==> config.mk <==
export PLATFORM = sky130hd
export DESIGN_NAME = serial_fa_sequencer
export DESIGN_NICKNAME = d
export VERILOG_FILES = /design/src/rtl/serial_fa_sequencer.sv
export SDC_FILE = /design/constraint.sdc
export NUM_CORES = 1
export LEC_CHECK = 0
export ABC_AREA = 1
export BUFFER_PORTS_ARGS = -buffer_cell sky130_fd_sc_hd__buf_2
export CORE_AREA = 2 2 57 64
export DETAILED_ROUTE_END_ITERATION = 8
export DIE_AREA = 0 0 59 66
export GPL_ROUTABILITY_DRIVEN = 0
export PLACE_DENSITY = 0.75
export SLEW_MARGIN = 10
export SYNTH_ARGS = -nofsm -noshare
export SYNTH_HDL_FRONTEND = slang
export SYNTH_SLANG_ARGS = --single-unit
==> constraint.sdc <==
create_clock -name clk -period 1.03 [get_ports clk]
set_input_delay 0.103 -clock clk [delete_from_list [all_inputs] [get_ports clk]]
set_output_delay 0.103 -clock clk [all_outputs]
set_load 0.02 [all_outputs]
==> src/rtl/serial_fa_sequencer.sv <==
// Bit-serial WIDTH-bit adder controller around an external 1-bit full-adder cell.
// Optional SERIAL_FA_OVERFLOW_EN adds a signed-overflow flag (ovf).
module serial_fa_sequencer #(
    parameter int WIDTH = 8
) (
    input  logic             clk,
    input  logic             rst_n,
    input  logic             start,
    input  logic [WIDTH-1:0] op_a,
    input  logic [WIDTH-1:0] op_b,
    input  logic             cin,
    output logic             ready,
    output logic             busy,
    output logic             done,
    output logic [WIDTH-1:0] result,
    output logic             cout,
    output logic             fa_a,
    output logic             fa_b,
    output logic             fa_c,
    input  logic             fa_s,
`ifdef SERIAL_FA_OVERFLOW_EN
    input  logic             fa_co,
    output logic             ovf
`else
    input  logic             fa_co
`endif
);

    localparam int CW = $clog2(WIDTH);
    localparam logic [CW-1:0] LAST = CW'(WIDTH - 1);

    typedef enum logic [1:0] {
        IDLE,
        RUN,
        DONE
    } state_t;

    state_t state_q, state_d;

    logic [WIDTH-1:0] sh_a, sh_b;
    logic             carry;
    logic [CW-1:0]    count;
    logic             accept;
    logic             last;

    assign last = (count == LAST);

    always_comb begin
        state_d = state_q;
        accept  = 1'b0;
        ready   = 1'b0;
        busy    = 1'b0;
        done    = 1'b0;
        fa_a    = 1'b0;
        fa_b    = 1'b0;
        fa_c    = 1'b0;
        unique case (state_q)
            IDLE: begin
                ready = 1'b1;
                if (start) begin
                    accept  = 1'b1;
                    state_d = RUN;
                end
            end
            RUN: begin
                busy = 1'b1;
                fa_a = sh_a[0];
                fa_b = sh_b[0];
                fa_c = carry;
                if (last) state_d = DONE;
            end
            DONE: begin
                ready = 1'b1;
                done  = 1'b1;
                if (start) begin
                    accept  = 1'b1;
                    state_d = RUN;
                end else begin
                    state_d = IDLE;
                end
            end
            default: state_d = IDLE;
        endcase
    end

    always_ff @(posedge clk) begin
        if (!rst_n) state_q <= IDLE;
        else        state_q <= state_d;
    end

    // Sum bits enter at the MSB so the LSB lands at bit 0 after WIDTH shifts
    always_ff @(posedge clk) begin
        if (!rst_n) begin
            sh_a   <= '0;
            sh_b   <= '0;
            carry  <= 1'b0;
            count  <= '0;
            result <= '0;
            cout   <= 1'b0;
        end else if (accept) begin
            sh_a   <= op_a;
            sh_b   <= op_b;
            carry  <= cin;
            count  <= '0;
            result <= '0;
            cout   <= 1'b0;
        end else if (state_q == RUN) begin
            sh_a   <= sh_a >> 1;
            sh_b   <= sh_b >> 1;
            carry  <= fa_co;
            count  <= count + 1'b1;
            result <= {fa_s, result[WIDTH-1:1]};
            if (last) cout <= fa_co;
        end
    end

`ifdef SERIAL_FA_OVERFLOW_EN
    // Carry into the MSB is still in the carry register on the final bit
    always_ff @(posedge clk) begin
        if (!rst_n)                        ovf <= 1'b0;
        else if (accept)                   ovf <= 1'b0;
        else if (state_q == RUN && last)   ovf <= carry ^ fa_co;
    end
`endif

endmodule

# After elaboration in Yosys (flattened, before gate mapping)
# Cells that the tools add are included.
# W data, S select, Z words.
classes:
  n_addsub: 1
  n_eq_ne: 5
  muxes: 18
  bitwise: 1
  reduce_logical: 6
ops:
  columns: ["cell", "n"]
  rows:
  - ["$mux W8", 4]
  - ["$mux W1", 11]
  - ["$pmux W2 S3", 1]
  - ["$mux W2", 2]
  - ["$ne A2 B2 Y1 const B", 2]
  - ["$reduce_and A2 Y1", 2]
  - ["$reduce_or A2 Y1", 2]
  - ["$add A3 B1 Y3 const B", 1]
  - ["$eq A3 B3 Y1 const B", 1]
  - ["$eq A2 B1 Y1 const B", 1]
  - ["$eq A2 B2 Y1 const B", 1]
  - ["$logic_not A2 Y1", 1]
  - ["$reduce_bool A2 Y1", 1]
  - ["$not A1 Y1", 1]
word_totals:
  reg_bits: 31
  input_bits: 22
  output_inout_bits: 15
  word_cells: 38

# Depth between registers and ports, before layout
logic_depth:
  ltp_word: 4
  mapped_depth: 8
  depth_no_buf: 7

# Worst setup path before layout
# OpenSTA, ideal clock, no wires.
synth_timing:
  path_kind: "register -> output"
  from: "register state_q[0]"
  to: "output port fa_a"
  t_arrival_ns: 1.035
  required_ns: 0.927
  slack_ns: -0.108
  path_stages_with_launch: 4
  path_buffers: 1
  path_cell_list: "dfxtp_1 -> nand2_2 -> clkbuf_1 -> nor2_1"
synth_between:
  elab_chain_cells: 2
synth_lines:
  columns: ["element", "line_no", "source"]
  rows:
  - ["start: declaration", "38", "state_t state_q, state_d;"]
  - ["start signal: assignment", "88", "else state_q <= state_d;"]
  - ["$eq A2 B1 Y1", "57", "unique case (state_q)"]
  - ["$mux W1", "57", null]
  - ["end: declaration", "17", "output logic fa_a,"]
# Every way passes these cells.

# Worst setup path after layout
layout_timing:
  from: "register state_q[0]"
  to: "output port done"
layout_between:
  elab_chain_cells: 2
layout_lines:
  columns: ["element", "line_no", "source"]
  rows:
  - ["$eq A2 B2 Y1", "57", null]
  - ["$mux W1", "57", null]
  - ["end: declaration", "14", "output logic done,"]
# Every way passes these cells.

==> reports/qor.yml <==
status: "complete, but fails checks"
violations: "negative hold slack, negative setup slack"
drive_gt1_share_pct: 48.9
final.fill_count: 248
rsz0062_at_grt: "yes"
met2WireLength_mm: 1.99
placed_area_mm2: 0.00175
min_period_ns: 1.27
worstPathArrival_ns: 1.16
synthCells: 209
finalSetupViolCount: 36
yosys_register_bits: 31
synth_area_mm2: 0.00146
report.final.slew_viol_count: 0
nNetsFinal: 295
path_class: "register to output port"
via_count: 1490
min_period_over_period_pct: 123
pin_count: 37
cp_max_fo: 4
syn_nets: 233
syn_to_final_growth_pct: 59.2
die_h_um: 66
highest_layer: "met4"
final_area_mm2: 0.00232
fin_skew_ns: 0.00377
path_clk_slew_ns: 0.09
initial_core_util_pct: 44.9
synth_cell_types: 18
worstReg2RegEnd: "sh_a[0]"
syn_area_per_cell_um2: 6.97
cp-endpoint: "done"
crit_start: "state_q[0]"
worst_pin_slew_ns: 0.602
yosys.area.top_type_share_pct: 42.6
r2r-start: "state_q[0]"
r2r_setup_slack_ns: -0.13
multiInputGateArea_um2: 907
maxCapViolCount: 0
final-hold-violation-count: 1
fin_ws_ns: -0.238
p_leak_nw: 1.09
cts_tree: "yes"
cts_root_buf: "clkbuf_4"
hold_depth: 3
grt_util_all_layers_pct: 20.3
power_mw: 2.78
ir_drop_uv: 992
grt_max_degree: 16
die_x_um: 59
first_iter_violations: 43
reg2regPathDepth: 8
dieArea_mm2: 0.00389
first_pass_iters: 4
start_kind: "register"
yosysSeqAreaShare_pct: 42.6
port_buffers: 36
route.detailed.drc: 0
synth_area_leaders: "dfxtp_1 43%, nand2_1 14%, inv_1 8.8%"
register_area_um2: 631
final_cell_mix: "47 x nand2_1, 30 x inv_1, 29 x buf_2"
power_density_mw_per_mm2: 1200
antenna_found_initial: 0
whs_ns: -0.0105
slew_headroom_pct: 59.9
cts_buffers: 5
grt_pass1_wl_mm: 5.93
yosys_warnings: 0
placed_cells: 285
row_count: 22
cts_sinks: 31
fin_cells: 308
critical_path_required_ns: 0.93
wl_met3_um: 252
wl_per_cell_um: 12.6
synth_largest_area_cell: "dfxtp_1"
clock_latency_ns: 0.35
finalWirelength_mm: 3.87
drt-met1-wl_mm: 1.51
core_mm2: 0.00325
h-tree-depth: 2
drt.antenna.violating_nets: 0
hold_path.class: "input pin to register"
cts_buffer_depth: 2
final_common_cell: "nand2_1"
viasPerCell: 4.84
endpoint_kind: "output port"
n_antenna_cell: 0
grt_pass1_vias: 1361
fmax_mhz: 789
overflow: 0
dp_hpwl_mm: 2.10
-- routing by layer --
| layer | vias to the layer above | track usage (%) |
|---|---|---|
| met5 | - | 0 |
| met4 | 0 | 9.38 |
| met2 | 40 | 34.3 |
| met1 | 682 | 22.2 |
| li1 | 757 | - |
| met3 | 11 | 7.63 |
-- cell usage after synthesis (all sizes together) --
library cell,number
nor2,33
nand2,59
nand3,10
inv,36
o21ai,12
buf,7
ha,2
clkbuf,2
xor2,1
a21oi,16
dfxtp,31
-- cell type report --
cell class / instances / share of cell area [%]
clock buffers: 7 / 1.94
repair buffers: 62 / 22.6
multi-input cells: 134 / 39.1
flip-flops and latches: 31 / 27.2
well taps: 36 / 1.94
repair inverters: 1 / 0.485
clock inverters: 1 / 0.216
inverters: 36 / 6.58
-- sequential cells by signal, indices dropped and copies added, names as in the netlist --
signal,count
sh_b,8
carry,1
count,3
state_q,2
sh_a,8
result,8
cout,1
-- logic make-up (layout without fill, tap and decap cells) --
kind of cell               count (synthesis)  in the layout  synth area share (%)
AOI/OAI and AO/OA                         28             28                  12.2
and+or+nand+nor                          102            103                  28.8
DFF                                       31             31                  42.6
adders and majority gates                  2              2                  1.72
xor gates and xnor gates                   1              1                 0.601
buffers and inverters                     45            107                  14.1
-- stage by stage --
stage	setup TNS [ns]	util, %	hold WS (ns)	worst slack [ns]
after floorplan	-0.00695	-	0.238	-0.00232
after detailed placement	-0.173	53.8	0.355	-0.0397
after CTS	-1.78	65.3	0.00110	-0.238
after global placement	-0.0510	53.8	0.343	-0.0163
after global routing	-4.39	71.5	0.00254	-0.278
final	-2.51	71.5	-0.0105	-0.238
-- worst max-delay path, cell delays in order (launching register included) --
cell and delay (ns):
dfxtp_4 0.39, buf_6 0.12, buf_6 0.11, nor2_4 0.07, buf_6 0.12
-- power by group --
group          switching [mW]  internal (mW)
logic                   0.411          0.350
registers              0.0478           1.27
clock network           0.438          0.265
-- how the worst min path moves through the flow --
stage | end | slack (ns) | startpoint
floorplan | sh_b[7] | 0.24 | op_b[7]
global placement | sh_b[7] | 0.34 | op_b[7]
detailed placement | sh_b[7] | 0.35 | op_b[7]
CTS | carry | 0.001 | fa_co
global route | sh_a[7] | 0.003 | op_a[7]
finish | sh_a[7] | -0.01 | op_a[7]
-- what timing repair did --
item | 4_1_cts | 5_1_grt
setup endpoints to repair | 19 | 39
pin swaps | 8 | 9
cloned | 3 | 2
setup buffers | 10 | 3
resized for setup | 71 | 46
endpoints found under the hold margin | 2 | 0
hold buffers | 2 | 0
(Power assumes the default switching activity.)
